===== src/rtl/fetch_stage.sv =====
// Instruction-fetch stage with IF/ID pipeline register for the RV32I pipeline.
// Handles stall, redirect/squash, ECALL halt and misaligned redirect detection.
module fetch_stage #(
    parameter logic [31:0] RESET_PC = 32'h0000_0000,
    parameter logic [31:0] NOP_INST = 32'h0000_0013
) (
    input  logic        i_clk,
    input  logic        i_rst,
    input  logic        i_stall,
    input  logic        i_redirect,
    input  logic [31:0] i_target_pc,
    input  logic        i_halt_req,
    output logic [31:0] o_imem_addr,
    input  logic [31:0] i_imem_rdata,
    output logic [31:0] o_ifid_inst,
    output logic [31:0] o_ifid_pc,
    output logic [31:0] o_ifid_pc4,
    output logic        o_ifid_valid,
    output logic        o_halted,
    output logic        o_misalign_err
);

    typedef enum logic {
        RUN  = 1'b0,
        HALT = 1'b1
    } state_t;

    state_t      r_state;
    logic [31:0] r_pc;
    logic [31:0] r_ifid_inst;
    logic [31:0] r_ifid_pc;
    logic [31:0] r_ifid_pc4;
    logic        r_ifid_valid;
    logic        r_halted;
    logic        r_misalign_err;
    logic [31:0] w_pc_plus4;

    assign w_pc_plus4 = r_pc + 32'd4;

    always_ff @(posedge i_clk) begin
        if (i_rst) begin
            r_state        <= RUN;
            r_pc           <= RESET_PC;
            r_ifid_inst    <= NOP_INST;
            r_ifid_pc      <= 32'd0;
            r_ifid_pc4     <= 32'd0;
            r_ifid_valid   <= 1'b0;
            r_halted       <= 1'b0;
            r_misalign_err <= 1'b0;
        end else begin
            case (r_state)
                RUN: begin
                    // A redirect squashes a wrong-path ECALL and beats any stall.
                    if (i_redirect) begin
                        r_pc         <= {i_target_pc[31:2], 2'b00};
                        r_ifid_inst  <= NOP_INST;
                        r_ifid_valid <= 1'b0;
                        if (i_target_pc[1:0] != 2'b00) begin
                            r_misalign_err <= 1'b1;
                        end
                    end else if (i_halt_req) begin
                        r_ifid_inst  <= NOP_INST;
                        r_ifid_valid <= 1'b0;
                        r_halted     <= 1'b1;
                        r_state      <= HALT;
                    end else if (!i_stall) begin
                        r_pc         <= w_pc_plus4;
                        r_ifid_inst  <= i_imem_rdata;
                        r_ifid_pc    <= r_pc;
                        r_ifid_pc4   <= w_pc_plus4;
                        r_ifid_valid <= 1'b1;
                    end
                end
                HALT: begin
                    r_ifid_inst  <= NOP_INST;
                    r_ifid_valid <= 1'b0;
                    r_halted     <= 1'b1;
                end
                default: begin
                    r_state <= RUN;
                end
            endcase
        end
    end

    assign o_imem_addr    = r_pc;
    assign o_ifid_inst    = r_ifid_inst;
    assign o_ifid_pc      = r_ifid_pc;
    assign o_ifid_pc4     = r_ifid_pc4;
    assign o_ifid_valid   = r_ifid_valid;
    assign o_halted       = r_halted;
    assign o_misalign_err = r_misalign_err;

endmodule


===== config.mk =====
export PLATFORM = sky130hd
export DESIGN_NAME = fetch_stage
export DESIGN_NICKNAME = d
export VERILOG_FILES = /design/src/rtl/fetch_stage.sv
export SDC_FILE = /design/constraint.sdc
export NUM_CORES = 1
export LEC_CHECK = 0
export CAP_MARGIN = 10
export CORE_UTILIZATION = 47
export CTS_BUF_LIST = sky130_fd_sc_hd__clkbuf_2
export DETAILED_ROUTE_END_ITERATION = 10
export PLACE_DENSITY = 0.82
export REMOVE_ABC_BUFFERS = 1
export SYNTH_ARGS = -nofsm -noshare
export SYNTH_HDL_FRONTEND = slang
export SYNTH_SLANG_ARGS = --single-unit

===== constraint.sdc =====
create_clock -name i_clk -period 2.4 [get_ports i_clk]
set_input_delay 0.36 -clock i_clk [delete_from_list [all_inputs] [get_ports i_clk]]
set_output_delay 0.36 -clock i_clk [all_outputs]
set_load 0.005 [all_outputs]

==> qor.csv, run 1 <==
metric;value;unit
Overflow after GRT;0;
RD Place Congestion;0.891;
Worst Path Arrival;1.85;ns
Setup crit end;o_imem_addr[24];
layout cells sized above 1;9.47;%
Clock Latency Late Sink;0.69;ns
# setup viols final;0;
FP Rows;39;
CTS H-tree lvls;4;
CTS tree;done;
FF-to-FF path depth;5;
failing checks;DRC;
number of diodes;0;
Slew Limit Headroom;58.0;%
Fmax;0.452;GHz
Clock transition at path regs;0.19;ns
setup slack, reg-to-reg;0.26;ns
DRT Pass-1 Iters;11;
Syn-to-layout area delta;42.7;%
post-cts resize count;0;
mapped cell area;0.00561;mm2
Post-Syn Area per Cell;8.21;um2
DRC;21;
Largest stage delay, worst path;0.60;ns
I/O Pins;200;
WP buf/inv;1;
Setup CP Type;reg -> out;
final max-slew violation count;0;
WP depth;1;
number of buffers inserted by port buffering;193;
Total GRT Usage;28.2;%
slew of the pin with the lowest slew margin;0.630;ns
unique cell type count in the Yosys netlist;50;
CTS Buffer Depth;2;
initial core utilization;48.7;%
CTS sink count;126;
crit path launch;o_imem_addr[24]$_SDFFE_PP0P_;
Warnings, synthesis;0;
most common cell after layout, fill and taps aside;clkdlybuf4s50_1;
Worst Path Required;2.04;ns
global-route wire length before repair;28100;um
CP max FO;10;
Setup crit end kind;primary output;
antenna-violating nets left;0;
period utilization;92.2;%
Routed WL per cell;17.3;um
CP top delay family;buffers and inverters;
CP cell instances;clkdlybuf4s50_1;
worst r2r dst;o_imem_addr[29]$_SDFFE_PP0P_;
most frequent cells in the layout;clkdlybuf4s50_1 (191), dfxtp_1 (126), nand2_1 (97), nor2_1 (95), a21oi_1 (49);
Clock Tree Root;clkbuf_2;
LEAKAGE;2.83;nW
Seq/Total Area, Yosys;45.0;%
Hold Crit Class;in -> reg;
Yosys reg bits;126;
post-route clock skew;0.0331;ns
crit start category;flip-flop;
vias in the first global route;5730;
dpl cells;986;
Routed WL;17600;um
DP Wirelength;12400;um
Slowest cell on crit path;clkdlybuf4s50_1;
crit path time final;2.21;ns
antenna violations before repair;0;
die area;0.0124;mm2
post-route setup TNS;0;ns
Post-synth top flop;dfxtp_1;
pwr dens;561;mW/mm2
post-layout util;69.5;%
Via-to-Cell Ratio;5.80;
Num CTS Buffers;17;
ys async rst share;0;%
final-layout fill cell count;935;
Worst IR Drop VDD;0.000365;V
worst r2r src;o_imem_addr[12]$_SDFFE_PP0P_;
initial DRC count;478;
Hold WS;0.104;ns
fin nets;933;
Hold Vio Cnt, Final;0;
Post-synth EDFFs;0;
Post-CTS Setup Bufs;0;
RSZ-0062 raised after global routing;no;
Cells after Synth;683;
CORE AREA;0.0115;mm2
largest net degree at the start of global routing;61;
vias;5909;
max-cap violations;0;
Die H;111;um
DIE WIDTH;111;um
final non-filler cell total;1019;
hold buffer count at cts;0;
status;finished with violations;
cells in the mapped netlist (7+ instances only):
master / number / area, um2
and3_1: 12 / 75.1
o21ai_0: 18 / 90.1
clkbuf_1: 43 / 161
mux2i_1: 7 / 70.1
xor2_1: 12 / 105
a22oi_1: 36 / 270
a32o_1: 7 / 70.1
a21oi_1: 49 / 245
xnor2_1: 14 / 123
nand2_1: 97 / 364
nand3_1: 19 / 95.1
a31oi_1: 8 / 50.1
buf_2: 15 / 75.1
nor4_1: 7 / 43.8
nor2_1: 96 / 360
a211oi_1: 28 / 210
nand4_1: 11 / 68.8
dfxtp_1: 126 / 2520
layout make-up:
class	instances	area [um2]	share of cell area, %
flip-flops and latches	126	2520	31.5
multi-input cells	482	2770	34.6
clock buffers	19	95.1	1.19
inverters	6	22.5	0.281
well taps	143	179	2.23
repair buffers	230	2230	27.8
clock inverters	13	189	2.36
how the worst min path moves through the flow:
| stage | cells after the start | start | to |
|---|---|---|---|
| finish | 2 | i_rst | o_ifid_pc4[2]$_SDFFE_PP0P_ |
| global route | 2 | i_rst | o_ifid_pc[5]$_SDFFE_PP0P_ |
| CTS | 2 | i_redirect | o_imem_addr[21]$_SDFFE_PP0P_ |
| detailed placement | 1 | o_halted$_SDFFE_PP0P_ | o_halted$_SDFFE_PP0P_ |
| global placement | 2 | o_misalign_err$_SDFFE_PP0P_ | o_misalign_err$_SDFFE_PP0P_ |
| floorplan | 1 | i_rst | o_ifid_pc4[23]$_SDFFE_PP0P_ |
logic make-up (layout without fill, tap and decap cells):
logic type               Yosys count  count (layout)  share of synthesized area (%)
XOR/XNOR                          26              26                           4.06
buffers and inverters             80             268                           6.31
AO/OA/AOI/OAI                    176             176                           21.0
adder cells (fa/ha/maj)            1               1                          0.223
multiplexers                       7               7                           1.25
AND/OR/NAND/NOR                  266             266                           22.1
other                              1               6                         0.0668
flip-flops                       126             126                           45.0
registers in the layout, indices dropped and copies added, names as in the netlist:
| signal | count |
|---|---|
| o_imem_addr | 30 |
| o_ifid_pc | 30 |
| o_ifid_valid | 1 |
| o_ifid_inst | 32 |
| r_state | 1 |
| o_misalign_err | 1 |
| o_ifid_pc4 | 30 |
| o_halted | 1 |
power by group:
group / switching, W / internal [W] / total (W)
Combinational: 0.000329 / 0.000371 / 0.000700
Sequential: 0.0000839 / 0.00217 / 0.00226
Clock: 0.000832 / 0.000701 / 0.00153
routing by layer:
metal  global-route usage, %  share of wire, %  routed length (um)  vias to the layer above
met5                       0                 0                   0                        -
met4                    13.4               2.6                 458                        0
met3                    8.58               8.8                1550                       44
met2                    47.2                49                8610                      289
met1                    32.9                40                7030                     2817
li1                        -                 -                   -                     2759
per-stage QoR:
stage | power (W) | instance area, um2 | setup slack, ns
global placement | 0.00296 | 7710 | 0.288
floorplan | 0.00254 | 5300 | -2.59
detailed placement | 0.00299 | 7710 | 0.160
finish | 0.00449 | 8010 | 0.188
global route | 0.00466 | 8010 | 0.0880
CTS | 0.00450 | 8000 | 0.168
(Power assumes the default switching activity.)
==> inputs of run 2 (changes only) <==
- CORE_UTILIZATION: 47 -> 45
- PLACE_DENSITY: 0.82 -> 0.79
==> qor.csv, run 2 (same netlist as run 1, synthesis figures left out) <==
metric;value;unit
status;completed;
Clock transition at path regs;0.21;ns
Slew Limit Headroom;55.7;%
Routed WL per cell;16.6;um
final-layout fill cell count;1039;
CTS H-tree lvls;4;
global routing's busiest layer;met2;
number of diodes;0;
met1 Usage GRT;33.0;%
Fmax;0.444;GHz
dpl cells;1016;
Syn-to-layout area delta;43.9;%
max-cap violations;0;
CP max FO;10;
Worst IR Drop VDD;0.000350;V
placement-stage worst setup slack;0.186;ns
Largest stage delay, worst path;0.59;ns
final setup margin;0.148;ns
Hold Crit Class;in -> reg;
period utilization;93.8;%
antenna-violating nets left;0;
most common cell after layout, fill and taps aside;clkdlybuf4s50_1;
WP buf/inv;1;
post-cts resize count;0;
number of flip-flops in the largest register;32;
Worst Path Arrival;1.89;ns
number of buffers inserted by port buffering;193;
CTS Buffer Depth;2;
Total GRT Usage;27.3;%
Num CTS Buffers;17;
DIE WIDTH;114;um
GRT met3 Usage;8.13;%
Worst Path Required;2.04;ns
RSZ-0062 raised after global routing;no;
I/O Pins;200;
placed cell area;0.00778;mm2
Die H;114;um
crit path time final;2.25;ns
vias;5725;
CORE AREA;0.0121;mm2
final instance area;0.00807;mm2
DRT Pass-1 Iters;5;
RD Place Congestion;0.852;
fin nets;938;
CP cell instances;clkdlybuf4s50_1;
DP Wirelength;12500;um
LEAKAGE;2.85;nW
slew of the pin with the lowest slew margin;0.665;ns
FP Rows;40;
initial core utilization;46.5;%
Setup CP Type;reg -> out;
pwr dens;555;mW/mm2
Hold WS;0.208;ns
# setup viols final;0;
post-route clock skew;0.0255;ns
Slowest cell on crit path;dfxtp_1;
layout cells sized above 1;9.99;%
most frequent cells in the layout;clkdlybuf4s50_1 (191), dfxtp_1 (126), nand2_1 (97), nor2_1 (95), a21oi_1 (49);
Via-to-Cell Ratio;5.46;
global-route wire length before repair;27500;um
Clock Tree Root;clkbuf_2;
antenna violations before repair;0;
CP top delay family;flip-flops;
final non-filler cell total;1049;
vias in the first global route;5482;
post-route setup TNS;0;ns
CTS sink count;126;
GRT met2 Usage;45.0;%
Hold Vio Cnt, Final;0;
Clock Latency Late Sink;0.73;ns
Routed WL;17400;um
final max-slew violation count;0;
crit start category;flip-flop;
CTS tree;done;
die area;0.0129;mm2
Overflow after GRT;0;
largest net degree at the start of global routing;62;
Setup crit end kind;primary output;
DRC;0;
initial DRC count;448;
==> run 2: changes by cell type in the layout (fill, tap and decap cells not counted) <==
| cell | delta |
|---|---|
| clkinv_2 | +2 |
| inv_6 | -2 |
| clkbuf_2 | -2 |
| clkinvlp_4 | +2 |
| buf_4 | +5 |
==> run 2: stage by stage <==
stage	util, %	power [W]
after floorplan	-	0.00254
after global placement	64.5	0.00297
after detailed placement	64.5	0.00299
after CTS	66.9	0.00451
after global routing	66.9	0.00467
final	66.9	0.00448
==> run 2: timing repair <==
| item | CTS | global route |
|---|---|---|
| setup buffers | 0 | 0 |
| hold endpoints to repair | 9 | 0 |
| hold buffers | 1 | 0 |
==> run 2: area by class of cell <==
class,instances,area (um2),share of cell area [%]
multi-input combinational,482,2770,34.3
sequential,126,2520,31.2
timing repair buffer,235,2270,28.1
tap,168,210,2.60
clock inverter,15,196,2.43
clock buffer,17,85.1,1.05
inverter,6,22.5,0.279
==> run 2: final timing paths <==
path	startpoint	endpoint	slack, ns	cells past startpoint
worst max-delay path	o_imem_addr[24]$_SDFFE_PP0P_	o_imem_addr[24]	0.15	1
worst min-delay path	i_target_pc[22]	o_imem_addr[22]$_SDFFE_PP0P_	0.21	3
worst max register to register	o_imem_addr[2]$_SDFFE_PP0P_	o_imem_addr[28]$_SDFFE_PP0P_	0.28	7
worst min register to register	o_misalign_err$_SDFFE_PP0P_	o_misalign_err$_SDFFE_PP0P_	0.46	2
==> run 2: per-layer routing <==
metal / routed length, um / vias to the layer above
met1: 7100 / 2693
met2: 8640 / 230
met5: 0 / -
met3: 1230 / 30
met4: 428 / 0
li1: - / 2772
==> run 2: power breakdown <==
part           total, W  leakage [nW]  internal [W]  switching (W)
logic          0.000701          1.66      0.000375       0.000326
clock network   0.00153         0.157      0.000681       0.000846
registers       0.00225          1.03       0.00217      0.0000773
total           0.00448          2.85       0.00323        0.00125
